**config.mk**
```make
export PLATFORM = sky130hd
export DESIGN_NAME = lcd_write_arbiter
export DESIGN_NICKNAME = d
export VERILOG_FILES = /design/src/rtl/lcd_pkg.sv /design/src/rtl/lcd_rr_pick.sv /design/src/rtl/lcd_write_arbiter.sv
export SDC_FILE = /design/constraint.sdc
export NUM_CORES = 1
export LEC_CHECK = 0
export BUFFER_PORTS_ARGS = -buffer_cell sky130_fd_sc_hd__buf_2
export CORE_MARGIN = 4
export CORE_UTILIZATION = 49
export CTS_BUF_LIST = sky130_fd_sc_hd__clkbuf_16
export CTS_CLUSTER_DIAMETER = 50
export DETAILED_ROUTE_END_ITERATION = 10
export PLACE_DENSITY = 0.73
export SYNTH_ARGS = -nofsm -noshare
export SYNTH_HDL_FRONTEND = slang
export SYNTH_SLANG_ARGS = --single-unit
export TNS_END_PERCENT = 10
```
**constraint.sdc**
```tcl
create_clock -name iCLK -period 2.8 [get_ports iCLK]
set_clock_uncertainty 0.05 [all_clocks]
set_input_delay 0.56 -clock iCLK [delete_from_list [all_inputs] [get_ports iCLK]]
set_output_delay 0.56 -clock iCLK [all_outputs]
set_load 0.005 [all_outputs]
```
**src/rtl/lcd_pkg.sv**
```systemverilog
// Shared definitions for the LCD write path: FSM state encoding, word width
// and the HD44780-style command words used by the content generators.
package lcd_pkg;

    localparam int LCD_WORD_W = 9;

    typedef enum logic [2:0] {
        S_IDLE  = 3'd0,
        S_LOAD  = 3'd1,
        S_EXEC  = 3'd2,
        S_DELAY = 3'd3,
        S_INIT  = 3'd4
    } lcd_state_e;

    localparam logic [LCD_WORD_W-1:0] LCD_CMD_FUNC  = 9'h038;
    localparam logic [LCD_WORD_W-1:0] LCD_CMD_DISP  = 9'h00C;
    localparam logic [LCD_WORD_W-1:0] LCD_CMD_CLR   = 9'h001;
    localparam logic [LCD_WORD_W-1:0] LCD_CMD_ENTRY = 9'h006;
    localparam logic [LCD_WORD_W-1:0] LCD_CMD_LINE1 = 9'h080;
    localparam logic [LCD_WORD_W-1:0] LCD_CMD_LINE2 = 9'h0C0;

    // Power-up command issued at position idx of the init sequence.
    function automatic logic [LCD_WORD_W-1:0] lcd_init_word(input logic [1:0] idx);
        logic [LCD_WORD_W-1:0] word;
        case (idx)
            2'd0:    word = LCD_CMD_FUNC;
            2'd1:    word = LCD_CMD_DISP;
            2'd2:    word = LCD_CMD_CLR;
            2'd3:    word = LCD_CMD_ENTRY;
            default: word = LCD_CMD_FUNC;
        endcase
        return word;
    endfunction

endpackage

```
**src/rtl/lcd_rr_pick.sv**
```systemverilog
// Two-way round-robin selector: turns requester VALIDs and the fairness
// pointer (0 favours requester 0) into a one-hot grant.
module lcd_rr_pick
    import lcd_pkg::*;
(
    input  logic [1:0] valid,
    input  logic       ptr,
    output logic [1:0] grant
);

    // One-hot pick; the pointer only matters when both requesters are waiting.
    always_comb begin
        grant = 2'b00;
        case (valid)
            2'b01:   grant = 2'b01;
            2'b10:   grant = 2'b10;
            2'b11:   grant = ptr ? 2'b10 : 2'b01;
            default: grant = 2'b00;
        endcase
    end

endmodule

```
**src/rtl/lcd_write_arbiter.sv**
```systemverilog
// Message-granular arbiter sharing one LCD_Controller write port between two
// requesters. Define LCD_INIT_SEQ_EN to issue the power-up commands after reset.
module lcd_write_arbiter
    import lcd_pkg::*;
#(
    parameter int               DLY_W      = 18,
    parameter logic [DLY_W-1:0] DLY_CYCLES = 18'h3FFFE
) (
    input  logic       iCLK,
    input  logic       iRST_N,
    input  logic       iREQ0_VALID,
    input  logic [8:0] iREQ0_DATA,
    input  logic       iREQ0_LAST,
    output logic       oREQ0_READY,
    input  logic       iREQ1_VALID,
    input  logic [8:0] iREQ1_DATA,
    input  logic       iREQ1_LAST,
    output logic       oREQ1_READY,
    output logic [7:0] oLCD_DATA,
    output logic       oLCD_RS,
    output logic       oLCD_START,
    input  logic       iLCD_DONE,
    output logic [1:0] oGRANT,
    output logic       oBUSY
);

    localparam logic [DLY_W-1:0] DLY_LAST = DLY_CYCLES - DLY_W'(1);

    lcd_state_e                state_q, state_d;
    logic [1:0]                grant_q, grant_d;
    logic                      ptr_q, ptr_d;
    logic [DLY_W-1:0]          cnt_q, cnt_d;
    logic [LCD_WORD_W-1:0]     data_q, data_d;
    logic                      last_q, last_d;
    logic                      start_q, start_d;
    logic                      busy_q, busy_d;
`ifdef LCD_INIT_SEQ_EN
    logic [1:0]                init_idx_q, init_idx_d;
    logic                      init_q, init_d;
`endif

    logic [1:0] pick_s;
    logic       rdy0_s;
    logic       rdy1_s;
    logic       acc_s;
    logic       word_done_s;

    lcd_rr_pick u_pick (
        .valid ({iREQ1_VALID, iREQ0_VALID}),
        .ptr   (ptr_q),
        .grant (pick_s)
    );

    assign rdy0_s = (state_q == S_LOAD) && grant_q[0];
    assign rdy1_s = (state_q == S_LOAD) && grant_q[1];
    assign acc_s  = (rdy0_s && iREQ0_VALID) || (rdy1_s && iREQ1_VALID);

    // Next-state, grant, holding-register and settle-counter logic.
    always_comb begin
        state_d     = state_q;
        grant_d     = grant_q;
        ptr_d       = ptr_q;
        cnt_d       = cnt_q;
        data_d      = data_q;
        last_d      = last_q;
        word_done_s = 1'b0;
`ifdef LCD_INIT_SEQ_EN
        init_idx_d  = init_idx_q;
        init_d      = init_q;
`endif
        case (state_q)
            S_IDLE: begin
                if (pick_s != 2'b00) begin
                    grant_d = pick_s;
                    state_d = S_LOAD;
                end else begin
                    state_d = S_IDLE;
                end
            end
            S_LOAD: begin
                if (acc_s) begin
                    if (grant_q[1]) begin
                        data_d = iREQ1_DATA;
                        last_d = iREQ1_LAST;
                    end else begin
                        data_d = iREQ0_DATA;
                        last_d = iREQ0_LAST;
                    end
                    state_d = S_EXEC;
                end else begin
                    state_d = S_LOAD;
                end
            end
            S_EXEC: begin
                if (iLCD_DONE) begin
                    if (DLY_CYCLES != '0) begin
                        state_d = S_DELAY;
                    end else begin
                        word_done_s = 1'b1;
                    end
                end else begin
                    state_d = S_EXEC;
                end
            end
            S_DELAY: begin
                if (cnt_q == DLY_LAST) begin
                    cnt_d       = '0;
                    word_done_s = 1'b1;
                end else begin
                    cnt_d = cnt_q + DLY_W'(1);
                end
            end
`ifdef LCD_INIT_SEQ_EN
            S_INIT: begin
                // The last init word reuses the LAST path to leave the sequence.
                data_d  = lcd_init_word(init_idx_q);
                last_d  = (init_idx_q == 2'd3);
                state_d = S_EXEC;
            end
`endif
            default: begin
                state_d = S_IDLE;
                grant_d = 2'b00;
            end
        endcase

        if (word_done_s) begin
`ifdef LCD_INIT_SEQ_EN
            if (init_q) begin
                if (last_q) begin
                    init_d  = 1'b0;
                    state_d = S_IDLE;
                end else begin
                    init_idx_d = init_idx_q + 2'd1;
                    state_d    = S_INIT;
                end
            end else begin
`endif
                if (last_q) begin
                    // Message finished: hand priority to the other requester.
                    grant_d = 2'b00;
                    ptr_d   = grant_q[0];
                    state_d = S_IDLE;
                end else begin
                    state_d = S_LOAD;
                end
`ifdef LCD_INIT_SEQ_EN
            end
`endif
        end else begin
            ptr_d = ptr_q;
        end

        start_d = (state_d == S_EXEC);
        busy_d  = (state_d != S_IDLE);
    end

    // State and datapath registers; reset abandons any message in flight.
    always_ff @(posedge iCLK or negedge iRST_N) begin
        if (!iRST_N) begin
`ifdef LCD_INIT_SEQ_EN
            state_q    <= S_INIT;
            init_idx_q <= 2'd0;
            init_q     <= 1'b1;
`else
            state_q    <= S_IDLE;
`endif
            grant_q    <= 2'b00;
            ptr_q      <= 1'b0;
            cnt_q      <= '0;
            data_q     <= 9'h000;
            last_q     <= 1'b0;
            start_q    <= 1'b0;
            busy_q     <= 1'b0;
        end else begin
            state_q    <= state_d;
`ifdef LCD_INIT_SEQ_EN
            init_idx_q <= init_idx_d;
            init_q     <= init_d;
`endif
            grant_q    <= grant_d;
            ptr_q      <= ptr_d;
            cnt_q      <= cnt_d;
            data_q     <= data_d;
            last_q     <= last_d;
            start_q    <= start_d;
            busy_q     <= busy_d;
        end
    end

    assign oREQ0_READY = rdy0_s;
    assign oREQ1_READY = rdy1_s;
    assign oLCD_DATA   = data_q[7:0];
    assign oLCD_RS     = data_q[8];
    assign oLCD_START  = start_q;
    assign oGRANT      = grant_q;
    assign oBUSY       = busy_q;

endmodule

```
# Yosys cells after proc, flatten, opt, wreduce, memory -nomap -nowiden
# Index checks and enable logic that the tools add are counted.
[classes]
magnitude_cmp = 0
add_sub_neg = 1
div_mod_pow = 0
multipliers = 0
shifts = 0
bitwise = 0
reduce_logical = 11
mux = 17
eq_ne = 8
[op_table]
columns = ["cell", "count"]
rows = [
  ["$add 18x1->18 const B", 1],
  ["$eq 18x18->1 const B", 1],
  ["$mux 18", 1],
  ["$pmux 3 s4", 1],
  ["$mux 2", 5],
  ["$eq 3x2->1 const B", 3],
  ["$mux 9", 1],
  ["$mux 1", 6],
  ["$pmux 2 s3", 1],
  ["$eq 2x2->1 const B", 2],
  ["$logic_and 1x1->1", 4],
  ["$pmux 2 s2", 1],
  ["$reduce_and 2->1", 2],
  ["$eq 3x1->1 const B", 1],
  ["$logic_not 3->1", 1],
  ["$mux 3", 1],
  ["$reduce_bool 3->1", 1],
  ["$reduce_or 3->1", 1],
  ["$eq 2x1->1 const B", 1],
  ["$reduce_bool 2->1", 1],
  ["$logic_or 1x1->1", 1],
]
[totals]
input_bits = 25
n_memories = 0
regBits = 36
rom_bits = 0
word_cells = 45
latchBits = 0
ram_bits = 0
output_inout_bits = 15

# Logic depth before layout (Yosys ltp)
[logic_depth]
ltp_word = 8
mapped_depth = 6
mapped_depth_nobuf = 5

# Modules after synthesis
# A second synthesis with hierarchy kept.
[hier_totals]
cells_unflattened = 186
hier_area_um2 = 1839.3
[modules_own_cells]
columns = ["module", "cells_per_inst", "seq_area_each_um2", "instances", "area_per_inst_um2"]
rows = [
  ["lcd_write_arbiter", 183, 900.9, 1, 1820.5],
  ["lcd_rr_pick", 3, 0.0, 1, 18.8],
]

# Least setup slack after synthesis
# Ideal clock, no wire load.
[synth_timing]
path_kind = "register to register"
start = "register cnt_q[0]"
end = "register cnt_q[14]"
path_buffers = 1
arrival_ns = 1.769
setup_slack_ns = 0.903
synth_period_minus_slack_ns = 1.897
setup_time_ns = 0.077
path_stages_with_launch = 7
required_ns = 2.673
cell_sequence = "dfrtp_1 > ha_1 > inv_1 > or4_1 > clkbuf_1 > or3_1 > a21oi_1"
[synth_via]
elab_chain_cells = 2
elab_cells_between_ends = 3
classes_between = "add/sub: 1; eq/ne: 1; mux: 1"
[synth_rtl]
columns = ["element", "line", "text"]
rows = [
  ["from (decl)", "lcd_write_arbiter.sv:32", "logic [DLY_W-1:0] cnt_q, cnt_d;"],
  ["from (signal assigned)", "lcd_write_arbiter.sv:183", "cnt_q <= cnt_d;"],
  ["$add 18x1->18 or $eq 18x18->1 (tied branches)", "lcd_write_arbiter.sv:110, lcd_write_arbiter.sv:106", ""],
  ["$mux 18 (*)", "lcd_write_arbiter.sv:106", "if (cnt_q == DLY_LAST) begin"],
]
# Every way passes the cells marked *; elsewhere a longest branch is shown, timed or not.
# A chain may end at the register's enable or synchronous reset.

# Worst setup path after layout
# Same ends and word-level chain as after synthesis.

==> summary.md <==
| Metric | Value |
|---|---|
| Final wirelength | 3560 um |
| Unrepaired setup endpoints after global routing | false |
| Post-CTS setup buffer count | 0 |
| All-layer global routing usage | 0.167 |
| Critical-path top delay cell | or4_1 |
| Synth Area in Adders | 0.0136 |
| FILL cells | 316 |
| CTS tree | done |
| Number of nets with antenna violations after routing | 0 |
| Largest net degree at the start of global routing | 37 |
| Sinks on Clock Net | 36 |
| DRC | 0 |
| Critical path cell sequence | ha_1 -> inv_1 -> or4_1 -> or3_1 -> a21oi_1 |
| Input/output buffers | 39 |
| Synth warn | 0 |
| Core area | 3660 um2 |
| Synthesized area per cell | 9.97 um2 |
| Die area | 4810 um2 |
| Maximum buffer depth of the clock tree | 2 |
| Layout cells sized above 1 | 0.262 |
| Clk_lat worst skew | 0.28 ns |
| Fin crit share | 0.747 |
| Clock root buffer master | clkbuf_16 |
| Nets | 251 |
| Pre-antenna DRT Iters | 4 |
| Die Ht | 69.4 um |
| Vias in the first global route | 1457 |
| Final hold violations | 0 |
| Crit. End Element | flip-flop |
| Synthesized flop and latch total | 36 |
| P_leak | 0.000991 uW |
| Critical path data required time | 2.95 ns |
| VDD IR max | 443 uV |
| Largest family of logic cells by synthesized area | simple AND/OR/NAND/NOR gates |
| Critical Path AT | 2.24 ns |
| Synth area leaders | dfrtp_1 49%, mux2i_1 6.5%, a21oi_1 5.7% |
| Fmax | 478 MHz |
| Final RePlAce weighted congestion | 0.778 |
| Seq/Total Area, Yosys | 0.488 |
| Slew Limit Fails | 0 |
| P per Cell Area | 678 nW/um2 |
| Area fraction in and, or, nand and nor cells after synthesis | 0.231 |
| Remaining max-slew budget at the tightest pin | 0.483 |
| DR vias | 1476 |
| Initial DRC count | 80 |
| WL/cell | 13.0 um |
| Kind of critical path | reg -> reg |
| Row cnt | 22 |
| CP startpoint kind | flip-flop |
| Max Cap Viol | 0 |
| Hpwl dp | 2620 um |
| Synth top area share | 0.488 |
| Min Hold Slack | 0.311 ns |
| Slowest Stage Delay on Critical Path | 0.66 ns |
| Overflow left after global routing | 0 |
| Cell Area, Synth | 1840 um2 |
| Antenna fix cells | 0 |
| Fin crit period | 2.09 ns |
| Synth-to-layout area growth | 21.1% |
| Final setup fails | 0 |
| H-tree levels | 2 |
| Netlist cell types | 42 |
| Status | complete, no violations |
| TNS Setup | 0 ns |
| Initial antenna violation count | 0 |
| CTS buffer count | 5 |
| Post_cts resized | 0 |
| Die Width | 69.4 um |
| # hold bufs at CTS | 0 |
| Worst Hold Class | in -> async |
| First-pass GRT wire length | 6530 um |
| Worst slew pin tran | 0.776 ns |
| Syn Nets | 212 |
| Num ports | 40 |
| Initial Util | 0.504 |
| CP max FO | 7 |
| Mux contribution to synthesized area | 0.0712 |
| Synth Area in Compound Gates | 0.125 |
| Vias per cell | 5.41 |
| Xor-xnor portion of the synthesized cell area | 0.0285 |
| Synthesized instance count | 185 |
| Clock transition at the registers of the reported paths | 0.05 ns |
| Area leader, netlist | dfrtp_1 |
routing by layer:
layer	wire [um]	global-route usage
met4	67	0.0716
met5	0	0
met1	1710	0.212
met2	1590	0.260
met3	191	0.0536
kinds of logic (layout without fill, tap and decap cells):
family          count (synthesis)  after routing
other cells                     1              1
compound gates                 40             40
mux                            13             13
simple gates                   71             71
xor+xnor                        6              6
flops                          36             36
buf+inv                        16             56
fa+ha+maj                       2              2
critical path: cells and delay by family, from the launching register on:
family,cells,cell delay (ns)
fa+ha+maj,1,0.25
simple gates,2,1.06
compound gates,1,0.14
flops,1,0.41
buf+inv,1,0.11
final cells by class:
class	instances	area, um2	area share
Sequential cell	36	901	0.403
Multi-Input combinational cell	133	868	0.389
Timing Repair Buffer	41	210	0.0941
Clock inverter	3	42.5	0.0190
Clock buffer	5	125	0.0560
Tap cell	48	60.1	0.0269
Inverter	7	26.3	0.0118
path summary, 6_finish.rpt:
check | from | end | slack [ns] | depth (start not counted)
max in group asynchronous | iRST_N | cnt_q[8] | 1.90 | 1
max | cnt_q[0] | cnt_q[14] | 0.71 | 5
max reg2reg | cnt_q[0] | cnt_q[14] | 0.71 | 5
min in group iCLK | ptr_q | ptr_q | 0.45 | 1
min | iRST_N | cnt_q[12] | 0.31 | 1
min reg2reg | ptr_q | ptr_q | 0.45 | 1
cells in the final DEF (no fill, tap or decap), types with 2 or more instances in the layout:
cell type,Yosys,final
nor2_1,19,19
ha_1,2,2
nor4_4,2,2
nand3_1,3,3
nand2_1,12,12
inv_1,7,7
or4_1,3,3
nand4_1,2,2
o31ai_1,5,5
buf_2,0,39
xnor2_1,4,4
a31oi_1,2,2
mux2i_1,12,12
dfrtp_1,36,36
a21oi_1,21,21
or3_1,6,6
nor3_1,6,6
and2_1,2,2
nor4_1,2,2
o41ai_1,2,2
nand3_2,2,2
o21ai_0,7,7
clkbuf_16,0,5
buf_4,2,2
or4_4,2,2
xor2_1,2,2
synth_stat cells:
library cell / count
dfrtp_1: 36
a21oi_1: 21
nor2_1: 19
mux2i_1: 12
nand2_1: 12
inv_1: 7
o21ai_0: 7
nor3_1: 6
or3_1: 6
clkbuf_1: 5
o31ai_1: 5
xnor2_1: 4
nand3_1: 3
or4_1: 3
a31oi_1: 2
and2_1: 2
buf_4: 2
ha_1: 2
nand3_2: 2
nand4_1: 2
nor4_1: 2
nor4_4: 2
o41ai_1: 2
or4_4: 2
xor2_1: 2
a22oi_1: 1
a31o_2: 1
and3_1: 1
and3b_1: 1
buf_1: 1
buf_6: 1
conb_1: 1
mux2_1: 1
nand2b_1: 1
nand4_2: 1
nand4b_1: 1
nor2b_1: 1
nor3b_1: 1
nor4_2: 1
o22ai_1: 1
or2_1: 1
or2_2: 1
sequential cells by signal, indices dropped and copies added, names as in the netlist:
signal,count
cnt_q,18
data_q,9
last_q,1
oBUSY,1
oGRANT,2
oLCD_START,1
ptr_q,1
state_q,3
through the flow:
stage,power (uW),util,setup WS (ns),instances,cell area (um2)
final,1520,0.610,0.709,273,2230
after global routing,1610,0.610,0.551,273,2230
after CTS,1540,0.610,0.694,273,2230
after detailed placement,904,0.564,0.716,265,2070
after global placement,897,0.564,0.750,265,2070
after floorplan,784,-,0.903,185,1840
where the power goes:
group | total, uW | internal (uW) | switching, uW
clock network | 622 | 417 | 205
logic | 236 | 117 | 120
registers | 656 | 601 | 55.2
total | 1520 | 1140 | 380
No activity file was read; power rests on OpenSTA's default activity.
